File: config.mk
export PLATFORM = sky130hd
export DESIGN_NAME = load_store_unit_flat
export DESIGN_NICKNAME = d
export VERILOG_FILES = /design/src/rtl/load_store_unit_pkg.sv /design/src/rtl/load_store_unit_if.sv /design/src/rtl/load_store_unit_byte_lane.sv /design/src/rtl/load_store_unit.sv /design/src/flat_wrapper.sv
export SDC_FILE = /design/constraint.sdc
export NUM_CORES = 1
export LEC_CHECK = 0
export CORE_UTILIZATION = 43
export CTS_BUF_LIST = sky130_fd_sc_hd__clkbuf_4 sky130_fd_sc_hd__clkbuf_8
export DETAILED_ROUTE_END_ITERATION = 16
export PLACE_DENSITY = 0.83
export SYNTH_ARGS = -nofsm -noshare
export SYNTH_HDL_FRONTEND = slang
export SYNTH_HIERARCHICAL = 1
export SYNTH_SLANG_ARGS = --single-unit
File: constraint.sdc
create_clock -name clk -period 1.9 [get_ports clk]
set_clock_uncertainty 0.2 [all_clocks]
set_input_delay 0.285 -clock clk [delete_from_list [all_inputs] [get_ports clk]]
set_output_delay 0.285 -clock clk [all_outputs]
set_load 0.02 [all_outputs]
File: src/rtl/load_store_unit_pkg.sv
// Shared constants, funct3 encodings and FSM state type for the load/store unit.
// Imported by the interface, the byte-lane helper and the top.
package load_store_unit_pkg;

  localparam int DATA_WIDTH    = 32;
  localparam int D_BRAM_ADDR_W = 10;

  localparam logic [2:0] LSU_F3_B  = 3'b000;
  localparam logic [2:0] LSU_F3_H  = 3'b001;
  localparam logic [2:0] LSU_F3_W  = 3'b010;
  localparam logic [2:0] LSU_F3_BU = 3'b100;
  localparam logic [2:0] LSU_F3_HU = 3'b101;

  typedef enum logic [2:0] {
    ST_IDLE   = 3'd0,
    ST_LOAD   = 3'd1,
    ST_WRITE  = 3'd2,
    ST_RMW_RD = 3'd3,
    ST_RMW_WR = 3'd4,
    ST_RESP   = 3'd5,
    ST_ERR    = 3'd6
  } lsu_state_e;

endpackage

File: src/rtl/load_store_unit_if.sv
// Core request/response handshake plus data-BRAM port of the load/store unit.
// slave = the unit itself, master = core and memory side.
interface load_store_unit_if;
  import load_store_unit_pkg::*;

  // A request transfers on a rising edge where req_valid and req_ready are both
  // high; the core holds all req_* stable until then. resp_valid is a one-cycle
  // pulse with no back-pressure; resp_err and resp_rdata are qualified by it.
  logic                     req_valid;
  logic                     req_ready;
  logic                     req_we;
  logic [2:0]               req_funct3;
  logic [31:0]              req_addr;
  logic [DATA_WIDTH-1:0]    req_wdata;
  logic                     resp_valid;
  logic [DATA_WIDTH-1:0]    resp_rdata;
  logic                     resp_err;
  logic [D_BRAM_ADDR_W-1:0] mem_w_addr;
  logic [DATA_WIDTH-1:0]    mem_w_dat;
  logic                     mem_w_enb;
  logic [D_BRAM_ADDR_W-1:0] mem_r_addr;
  logic                     mem_r_enb;
  logic [DATA_WIDTH-1:0]    mem_r_dat;

  modport slave (
    input  req_valid, req_we, req_funct3, req_addr, req_wdata, mem_r_dat,
    output req_ready, resp_valid, resp_rdata, resp_err,
           mem_w_addr, mem_w_dat, mem_w_enb, mem_r_addr, mem_r_enb
  );

  modport master (
    output req_valid, req_we, req_funct3, req_addr, req_wdata, mem_r_dat,
    input  req_ready, resp_valid, resp_rdata, resp_err,
           mem_w_addr, mem_w_dat, mem_w_enb, mem_r_addr, mem_r_enb
  );

endinterface

File: src/rtl/load_store_unit_byte_lane.sv
// lsu_byte_lane: combinational load lane extraction/extension and store lane merge.
// Little-endian lanes selected by the low address bits.
module lsu_byte_lane
  import load_store_unit_pkg::*;
(
  input  logic [2:0]            i_funct3,
  input  logic [1:0]            i_off,
  input  logic [DATA_WIDTH-1:0] i_rword,
  input  logic [DATA_WIDTH-1:0] i_old_word,
  input  logic [DATA_WIDTH-1:0] i_wdata,
  output logic [DATA_WIDTH-1:0] o_load_data,
  output logic [DATA_WIDTH-1:0] o_merged
);

  logic [7:0]  w_byte;
  logic [15:0] w_half;

  always_comb begin
    w_byte = i_rword[7:0];
    case (i_off)
      2'd0:    w_byte = i_rword[7:0];
      2'd1:    w_byte = i_rword[15:8];
      2'd2:    w_byte = i_rword[23:16];
      default: w_byte = i_rword[31:24];
    endcase
    w_half = i_off[1] ? i_rword[31:16] : i_rword[15:0];
  end

  always_comb begin
    o_load_data = i_rword;
    case (i_funct3)
      LSU_F3_B:  o_load_data = {{24{w_byte[7]}}, w_byte};
      LSU_F3_BU: o_load_data = {24'h0, w_byte};
      LSU_F3_H:  o_load_data = {{16{w_half[15]}}, w_half};
      LSU_F3_HU: o_load_data = {16'h0, w_half};
      default:   o_load_data = i_rword;
    endcase
  end

  // Only the addressed lane comes from the store data; the rest keeps the old word.
  always_comb begin
    o_merged = i_old_word;
    case (i_funct3)
      LSU_F3_B: begin
        case (i_off)
          2'd0:    o_merged[7:0]   = i_wdata[7:0];
          2'd1:    o_merged[15:8]  = i_wdata[7:0];
          2'd2:    o_merged[23:16] = i_wdata[7:0];
          default: o_merged[31:24] = i_wdata[7:0];
        endcase
      end
      LSU_F3_H: begin
        if (i_off[1]) o_merged[31:16] = i_wdata[15:0];
        else          o_merged[15:0]  = i_wdata[15:0];
      end
      default: o_merged = i_wdata;
    endcase
  end

endmodule

File: src/rtl/load_store_unit.sv
// RV32I load/store unit driving a single-port-per-direction data BRAM.
// Build option: LSU_MISALIGN_CHECK_EN turns misaligned accesses into faults.
module load_store_unit
  import load_store_unit_pkg::*;
(
  input  logic             clk,
  input  logic             rst,
  load_store_unit_if.slave bus,
  output lsu_state_e       o_dbg_state
);

  lsu_state_e            r_state;
  lsu_state_e            w_next;
  logic [11:0]           r_addr;
  logic [2:0]            r_funct3;
  logic                  r_we;
  logic [DATA_WIDTH-1:0] r_wdata;
  logic [DATA_WIDTH-1:0] r_data;

  logic                  w_accept;
  logic [11:0]           w_ea;
  logic                  w_f3_ok;
  logic                  w_req_err;
  logic [DATA_WIDTH-1:0] w_load_data;
  logic [DATA_WIDTH-1:0] w_merged;

  assign w_accept    = bus.req_valid && bus.req_ready;
  assign o_dbg_state = r_state;

  always_comb begin
    w_ea    = bus.req_addr[11:0];
    w_f3_ok = 1'b0;
    case (bus.req_funct3)
      LSU_F3_B, LSU_F3_H, LSU_F3_W: w_f3_ok = 1'b1;
      LSU_F3_BU, LSU_F3_HU:         w_f3_ok = !bus.req_we;
      default:                      w_f3_ok = 1'b0;
    endcase
    w_req_err = (|bus.req_addr[31:12]) || !w_f3_ok;
`ifdef LSU_MISALIGN_CHECK_EN
    if ((bus.req_funct3[1:0] == 2'b01) && bus.req_addr[0])
      w_req_err = 1'b1;
    if ((bus.req_funct3[1:0] == 2'b10) && (|bus.req_addr[1:0]))
      w_req_err = 1'b1;
`else
    // Misaligned halfword/word accesses silently round down to the natural boundary.
    if (bus.req_funct3[1:0] == 2'b01) w_ea[0]   = 1'b0;
    if (bus.req_funct3[1:0] == 2'b10) w_ea[1:0] = 2'b00;
`endif
  end

  lsu_byte_lane u_lane (
    .i_funct3    (r_funct3),
    .i_off       (r_addr[1:0]),
    .i_rword     (bus.mem_r_dat),
    .i_old_word  (r_data),
    .i_wdata     (r_wdata),
    .o_load_data (w_load_data),
    .o_merged    (w_merged)
  );

  always_ff @(posedge clk) begin
    if (rst) r_state <= ST_IDLE;
    else     r_state <= w_next;
  end

  always_comb begin
    w_next = r_state;
    case (r_state)
      ST_IDLE: begin
        if (w_accept) begin
          if (w_req_err)                    w_next = ST_ERR;
          else if (!bus.req_we)             w_next = ST_LOAD;
          else if (bus.req_funct3 == LSU_F3_W) w_next = ST_WRITE;
          else                              w_next = ST_RMW_RD;
        end
      end
      ST_LOAD, ST_WRITE: w_next = ST_RESP;
      ST_RMW_RD:         w_next = ST_RMW_WR;
      ST_RMW_WR:         w_next = ST_RESP;
      ST_RESP, ST_ERR:   w_next = ST_IDLE;
      default:           w_next = ST_IDLE;
    endcase
  end

  // r_data holds the extended load result, or the raw old word during a sub-word store.
  always_ff @(posedge clk) begin
    if (rst) begin
      r_addr   <= '0;
      r_funct3 <= '0;
      r_we     <= 1'b0;
      r_wdata  <= '0;
      r_data   <= '0;
    end else begin
      if (w_accept) begin
        r_addr   <= w_ea;
        r_funct3 <= bus.req_funct3;
        r_we     <= bus.req_we;
        r_wdata  <= bus.req_wdata;
      end
      if (r_state == ST_LOAD)   r_data <= w_load_data;
      if (r_state == ST_RMW_RD) r_data <= bus.mem_r_dat;
    end
  end

  // All outputs are gated by rst so nothing escapes during the reset cycle itself.
  always_comb begin
    bus.req_ready  = 1'b0;
    bus.resp_valid = 1'b0;
    bus.resp_err   = 1'b0;
    bus.resp_rdata = '0;
    bus.mem_w_addr = '0;
    bus.mem_w_dat  = '0;
    bus.mem_w_enb  = 1'b0;
    bus.mem_r_addr = '0;
    bus.mem_r_enb  = 1'b0;
    if (!rst) begin
      case (r_state)
        ST_IDLE: bus.req_ready = 1'b1;
        ST_LOAD, ST_RMW_RD: begin
          bus.mem_r_enb  = 1'b1;
          bus.mem_r_addr = r_addr[11:2];
        end
        ST_WRITE: begin
          bus.mem_w_enb  = 1'b1;
          bus.mem_w_addr = r_addr[11:2];
          bus.mem_w_dat  = r_wdata;
        end
        ST_RMW_WR: begin
          bus.mem_w_enb  = 1'b1;
          bus.mem_w_addr = r_addr[11:2];
          bus.mem_w_dat  = w_merged;
        end
        ST_RESP: begin
          bus.resp_valid = 1'b1;
          bus.resp_rdata = r_we ? '0 : r_data;
        end
        ST_ERR: begin
          bus.resp_valid = 1'b1;
          bus.resp_err   = 1'b1;
        end
        default: ;
      endcase
    end
  end

endmodule

File: src/flat_wrapper.sv
// flat-port wrapper written by rule: the top's interface ports become plain ports
module load_store_unit_flat import load_store_unit_pkg::*;
  (clk, rst, o_dbg_state, bus_req_valid, bus_req_we, bus_req_funct3, bus_req_addr, bus_req_wdata, bus_mem_r_dat, bus_req_ready, bus_resp_valid, bus_resp_rdata, bus_resp_err, bus_mem_w_addr, bus_mem_w_dat, bus_mem_w_enb, bus_mem_r_addr, bus_mem_r_enb);
  load_store_unit_if bus_i ();
  input  logic clk;
  input  logic rst;
  output lsu_state_e o_dbg_state;
  input wire logic [$bits(bus_i.req_valid)-1:0] bus_req_valid;
  input wire logic [$bits(bus_i.req_we)-1:0] bus_req_we;
  input wire logic [$bits(bus_i.req_funct3)-1:0] bus_req_funct3;
  input wire logic [$bits(bus_i.req_addr)-1:0] bus_req_addr;
  input wire logic [$bits(bus_i.req_wdata)-1:0] bus_req_wdata;
  input wire logic [$bits(bus_i.mem_r_dat)-1:0] bus_mem_r_dat;
  output wire logic [$bits(bus_i.req_ready)-1:0] bus_req_ready;
  output wire logic [$bits(bus_i.resp_valid)-1:0] bus_resp_valid;
  output wire logic [$bits(bus_i.resp_rdata)-1:0] bus_resp_rdata;
  output wire logic [$bits(bus_i.resp_err)-1:0] bus_resp_err;
  output wire logic [$bits(bus_i.mem_w_addr)-1:0] bus_mem_w_addr;
  output wire logic [$bits(bus_i.mem_w_dat)-1:0] bus_mem_w_dat;
  output wire logic [$bits(bus_i.mem_w_enb)-1:0] bus_mem_w_enb;
  output wire logic [$bits(bus_i.mem_r_addr)-1:0] bus_mem_r_addr;
  output wire logic [$bits(bus_i.mem_r_enb)-1:0] bus_mem_r_enb;
  assign bus_i.req_valid = bus_req_valid;
  assign bus_i.req_we = bus_req_we;
  assign bus_i.req_funct3 = bus_req_funct3;
  assign bus_i.req_addr = bus_req_addr;
  assign bus_i.req_wdata = bus_req_wdata;
  assign bus_i.mem_r_dat = bus_mem_r_dat;
  assign bus_req_ready = bus_i.req_ready;
  assign bus_resp_valid = bus_i.resp_valid;
  assign bus_resp_rdata = bus_i.resp_rdata;
  assign bus_resp_err = bus_i.resp_err;
  assign bus_mem_w_addr = bus_i.mem_w_addr;
  assign bus_mem_w_dat = bus_i.mem_w_dat;
  assign bus_mem_w_enb = bus_i.mem_w_enb;
  assign bus_mem_r_addr = bus_i.mem_r_addr;
  assign bus_mem_r_enb = bus_i.mem_r_enb;
  load_store_unit u_core (.clk(clk), .rst(rst), .bus(bus_i), .o_dbg_state(o_dbg_state));
endmodule
---- Yosys cells after proc, flatten, opt, wreduce, memory -nomap -nowiden ----
Cells that the tools add are included.
word-level totals
  memories ................................ 0
  latch bits .............................. 0
  memory bits (read-only) ................. 0
  memory bits (writable) .................. 0
  bits in registers ....................... 83
  logic and storage cells ................. 80
  output and inout bits ................... 92
operators by class
  $lt $le $gt $ge ......................... 0
  mux-type cells .......................... 39
  multiply operators ...................... 0
  div/mod/pow operators ................... 0
  bitwise logic cells ..................... 0
  reduce and logical (&&, ||, !) cells .... 17
  equal/unequal tests ..................... 18
  shift operators ......................... 0
  add/sub/neg operators ................... 0
operators with widths
  kind                                                                   count
  32-bit two-way mux                                                     6
  32-bit case mux with 2 select lines                                    2
  32-bit case mux with 4 select lines                                    1
  16-bit two-way mux                                                     3
  10-bit two-way mux                                                     4
  8-bit two-way mux                                                      4
  8-bit case mux with 3 select lines                                     1
  3-bit equality test, second input constant                             7
  20-bit OR reduction                                                    1
  1-bit two-way mux                                                      12
  3-bit by 1-bit equality test with 1-bit output, second input constant  3
  3-bit by 2-bit equality test with 1-bit output, second input constant  3
  3-bit logical NOT                                                      3
  3-bit two-way mux                                                      3
  3-bit case mux with 3 select lines                                     1
  3-bit OR reduction                                                     3
  2-bit OR reduction                                                     4
  2-bit by 1-bit equality test with 1-bit output, second input constant  2
  2-bit equality test, second input constant                             2
  1-bit logical NOT                                                      2
  2-bit logical NOT                                                      1
  2-bit two-way mux                                                      1
  2-bit by 1-bit != test with 1-bit output, second input constant        1
  1-bit case mux with 2 select lines                                     1
  other kinds (3)                                                        3

---- Longest topological paths before layout ----
  depth after elaboration ................. 8
  mapped depth ............................ 7

---- Hierarchy ----
Netlist, hierarchy kept.
modules (own cells, without submodules)
  module           cells each  sequential area each (µm²)  instances  area an instance (µm²)
  load_store_unit  497         1,661.6                     1          4,146.5
  lsu_byte_lane    249         0.0                         1          1,616.6

---- Worst setup path before layout ----
OpenSTA, ideal clock, no wires.
  kind .................................... reg-to-output
  start ................................... register u_core.r_addr[1]
  end ..................................... output bus_mem_w_dat[0]
  arrival ................................. 1.665 ns
  stages on the path, launching flop included .. 6
  path slack .............................. -0.250 ns
  path through ............................ dfxtp_1 > buf_4 > buf_2 > o21ai_2 > mux2_2 > a32o_1
on the way
  longest elaborated chain between the ends .. 5
  elaborated cells on any way between the ends .. 6
  classes of those cells .................. 5 x mux; 1 x reduce/logical
ends and longest elaborated chain
  what                                     line                             text
  start: declaration                       load_store_unit.sv:14            logic [11:0] r_addr;
  start signal: assignment                 load_store_unit.sv:95            r_addr <= w_ea;
  2-bit logical NOT                        load_store_unit_byte_lane.sv:45  case (i_off)
  8-bit two-way mux                        load_store_unit_byte_lane.sv:45
  32-bit case mux with 2 select lines (*)  load_store_unit_byte_lane.sv:43  case (i_funct3)
  via u_core.w_merged[0]                   load_store_unit.sv:25            logic [DATA_WIDTH-1:0] w_merged;
  32-bit case mux with 2 select lines (*)  load_store_unit.sv:117           case (r_state)
  32-bit two-way mux (*)                   load_store_unit.sv:116           if (!rst) begin
  end: declaration                         flat_wrapper.sv:19               output wire logic [$bits(bus_i.mem_w_dat)-1:0] bus_mem_w_dat;
Mark *: on every way through the listed nets, which the timed path passes. The rest lies on a longest branch.

---- Final worst setup path ----
  start ................................... register u_core.r_addr[1]
  end ..................................... output bus_mem_w_dat[13]
on the way
  longest elaborated chain between the ends .. 5
  elaborated cells on any way between the ends .. 6
  classes of those cells .................. 1 x eq/ne; 5 x mux
ends and longest elaborated chain
  what                                            line
  2-bit by 1-bit equality test with 1-bit output  load_store_unit_byte_lane.sv:45
  8-bit two-way mux                               load_store_unit_byte_lane.sv:45
  32-bit case mux with 2 select lines (*)         load_store_unit_byte_lane.sv:43
  via u_core.w_merged[13]                         load_store_unit.sv:25
  32-bit case mux with 2 select lines (*)         load_store_unit.sv:117
  32-bit two-way mux (*)                          load_store_unit.sv:116
Marked as above.

==> results list <==
- The flow ran to the end, but the final reports show violations.
* Failing checks: setup timing
- Measured slew at the worst slew-check pin: 0.723 ns
* Die width: about 120 um
* Overall routing resource usage: 0.328
- The finished cells cover 0.0111 sq mm.
- Clock latency on the worst-skew pair, taken at its later pin, is 0.38 ns.
* Start of the worst register-to-register path: u_core/r_addr[1]
* Final core utilization: 0.868
* Most frequently used cell type in the post-synthesis netlist: sky130_fd_sc_hd__nand2_1
* Quantity of hold-fixing buffers added after cts: 0
* Remaining antenna violation count after routing: 0
* Iteration-0 DRC count of the detailed router: 1408
- The most used flip-flop cell after synthesis is sky130_fd_sc_hd__dfxtp_1.
* Largest area contributor in the netlist: sky130_fd_sc_hd__dfxtp_1
- Row generation in the floorplan step produced 41 rows.
* Max FO, Critical Path: 6
* Final critical-path share of the clock period: 1.45
- By area the synthesized netlist is led by sky130_fd_sc_hd__dfxtp_1 29%, sky130_fd_sc_hd__nand2_1 9.1%, sky130_fd_sc_hd__mux2i_1 5.9%.
- 195 I/O pins were placed.
* Seq. cell area: around 0.0017 sq mm
* Number of instances in the placed design: 1189
* Mean post-synth cell area: 7.73 sq um
- Reg-to-reg slack, setup: -0.53 ns
- Synthesis produced a netlist with a net count of approximately 850.
- For this block, the via count after detailed routing is 8494.
- The first global-routing pass estimated ~36 mm of wire.
- Hold is met by 0.256 ns.
* Wire length per cell after detailed routing: around 26 um
- Area after DPL: 0.00882 sq mm
- Critical Path RT: 1.41 ns
- The share of synthesized area in the top cell type comes to 0.288.
* Sequential-to-total area share from yosys stat: 0.288
* Seq cells post-synth: between 80 and 90
- First-pass DRT Iterations: 12
- Worst hold path type: primary input to flip-flop
- Ys async rst share: 0
- For this design the ratio of total power to cell area is 647 mW/mm^2.
- Summing all multi-input logic gate instances after layout gives between 0.004 and 0.005 sq mm.
* Worst Path Arrival: 2.27 ns
- Wires add up to roughly 33 mm.
- P&R area growth vs syn: 93.2%
* Worst slew margin relative to its limit: 0.516
- The congestion estimate from routability-driven global placement came to approximately 0.9.
- Number of distinct library cell variants in the gate-level netlist after synthesis: 49
- The final number of hold-violating endpoints is 0.
- Tracing the worst setup path back leads to its startpoint at u_core/r_addr[1].
* Worst ir drop on vdd: 386 uV
- Max frequency: 362 MHz
- Crit path setup slack, layout: -0.859 ns
* Count of synthesis-stage warnings from yosys: 6
- Vias in the first global route: ~6900
* Final cell count without fillers: 1272
* Classification of the worst setup path: flip-flop to primary output
* Max Transition Viols Final: 0
* Final critical delay including setup and external delays: 2.76 ns
- Cell types with the highest counts after synthesis: 139 x sky130_fd_sc_hd__nand2_1, 83 x sky130_fd_sc_hd__dfxtp_1, 76 x sky130_fd_sc_hd__nor2_1
- Setup violations remaining at the end of the flow were counted as approximately 160.
- Ratio of cells with drive above 1 in the final layout: 0.549
* Via density per instance: between 6 and 7
* Reg-to-reg critical path endpoint: u_core/r_data[24]
- Net total in the final layout: 1197
- Clock input transition at the sequential cells of the worst setup and hold paths: 0.10 ns
- Post-detailed-placement half-perimeter wirelength: 15.7 mm
* Critical Path Sink Type: primary output
* Largest net degree at the start of global routing: 65
- Number of fill cells: 539
* Number of instances in the synthesized netlist: ~750
- Die outline height: 118 um
- Maxcap violations: 0
- The tree is rooted in a sky130_fd_sc_hd__clkbuf_8.
- The die covers about 0.014 sq mm.
* Final global-route overflow total: 0
* Clock buffer count from CTS: 9
- The tree built by TritonCTS fans out to 83 sinks.
- Number of cells traversed by the worst register-to-register path: 7
- In this run the static leakage power is 4.65 nW.
* Number of enable flip-flop cells after synthesis: 0
* Number of antenna violations at the first check in global routing: 1
- Post-Place Setup Slack: -0.744 ns
- Type of element launching the critical path: flip-flop
* Post-Syn Area: 0.00576 sq mm
- After floorplanning, the core was sized to cover between 0.01 and 0.015 sq mm.
- For this configuration, the core starts out at a cell density of 0.449.
- TritonCTS built the clock tree.
* Setup repair after global routing missed its margin: true
- Worst setup path endpoint: bus_mem_w_dat[13]
- H-tree depth: 3
- DRC violation count after routing: 0
* Maximum clock path buffer count: 2
* Buffers on Ports: 194
## cell usage in the layout (no fill, tap or decap), types with 9 or more instances in the layout
cell type                           n
sky130_fd_sc_hd__a21oi_2            9
sky130_fd_sc_hd__clkdlybuf4s50_1  101
sky130_fd_sc_hd__a211oi_2          12
sky130_fd_sc_hd__mux2i_1           21
sky130_fd_sc_hd__buf_6            129
sky130_fd_sc_hd__nor2_4            20
sky130_fd_sc_hd__a21oi_1            9
sky130_fd_sc_hd__nand2_4            9
sky130_fd_sc_hd__dfxtp_1           75
sky130_fd_sc_hd__nor2_1            54
sky130_fd_sc_hd__a211oi_1          22
sky130_fd_sc_hd__nand3_1           21
sky130_fd_sc_hd__a32o_2            32
sky130_fd_sc_hd__buf_4            140
sky130_fd_sc_hd__nand2_1          100
sky130_fd_sc_hd__clkbuf_8          10
sky130_fd_sc_hd__nand2_2           30
sky130_fd_sc_hd__o21ai_1           11
sky130_fd_sc_hd__o21ai_2           46
sky130_fd_sc_hd__or2_4             10
sky130_fd_sc_hd__and2_4            34
sky130_fd_sc_hd__buf_12            18
## critical path, cell delays in order, from the launching register on
cell and delay, ns:
sky130_fd_sc_hd__dfxtp_4 0.41, sky130_fd_sc_hd__buf_12 0.14, sky130_fd_sc_hd__buf_6 0.11, sky130_fd_sc_hd__nor4b_2 0.59, sky130_fd_sc_hd__o21a_1 0.22, sky130_fd_sc_hd__a211oi_2 0.05, sky130_fd_sc_hd__a32o_2 0.25, sky130_fd_sc_hd__buf_6 0.13
## how the worst min path moves through the flow
| stage | cells past startpoint | from | slack (ns) | endpoint |
|---|---|---|---|---|
| floorplan | 2 | bus_req_funct3[0] | 0.20 | u_core/r_funct3[0] |
| global placement | 2 | u_core/r_we | 0.26 | u_core/r_we |
| detailed placement | 2 | u_core/r_wdata[26] | 0.27 | u_core/r_wdata[26] |
| CTS | 3 | bus_req_addr[2] | 0.24 | u_core/r_addr[2] |
| global route | 3 | bus_req_wdata[1] | 0.25 | u_core/r_wdata[1] |
| finish | 3 | bus_req_wdata[1] | 0.26 | u_core/r_wdata[1] |
## stage by stage
step | TNS (ns) | total power (W)
finish | -44.44 | 0.00721
floorplan | -0.876 | 0.00335
global placement | -81.17 | 0.00437
global route | -53.07 | 0.00737
CTS | -29.06 | 0.00618
detailed placement | -85.02 | 0.00440
## final cells by class
cell class                      instances  area share
Antenna cell                            1    0.000225
Clock buffer                           10      0.0124
Clock inverter                          6     0.00854
Inverter                                2     0.00101
Multi-Input combinational cell        589       0.428
Sequential cell                        83       0.152
Tap cell                              172      0.0193
Timing Repair Buffer                  409       0.379
## kinds of logic (layout without fill, tap and decap cells)
logic type,after synthesis,in the layout,share of synthesized area
multiplexers,51,51,0.108
AO/OA/AOI/OAI,207,207,0.267
other,0,1,0
buffers and inverters,75,427,0.0708
flip-flops,83,83,0.288
XOR/XNOR,1,1,0.00152
AND/OR/NAND/NOR,329,330,0.264
## report_power, final
| group | switching (W) | internal [W] | total [W] |
|---|---|---|---|
| sequential | 0.000222 | 0.00193 | 0.00215 |
| combinational | 0.00182 | 0.00169 | 0.00351 |
| clock | 0.000750 | 0.000793 | 0.00154 |
## what timing repair did
item	in CTS	in global routing
setup endpoints to repair	124	155
setup buffers	22	39
resized for setup	616	288
pin swaps	40	115
gates cloned	3	12
## state kept, by name, indices dropped and copies added, names as in the netlist
name / count
u_core/r_funct3: 3
u_core/r_addr: 12
u_core/o_dbg_state: 3
u_core/r_we: 1
u_core/r_wdata: 32
u_core/r_data: 32
## layer usage
layer  track usage  vias to the layer above  routed length (um)
met5             0                        -                   0
met4         0.143                        0                2730
met3        0.0819                      315                4150
met2         0.585                      885               15000
li1              -                     3397                   -
met1         0.368                     3897               11200
Power figures use the tool's default switching activity.
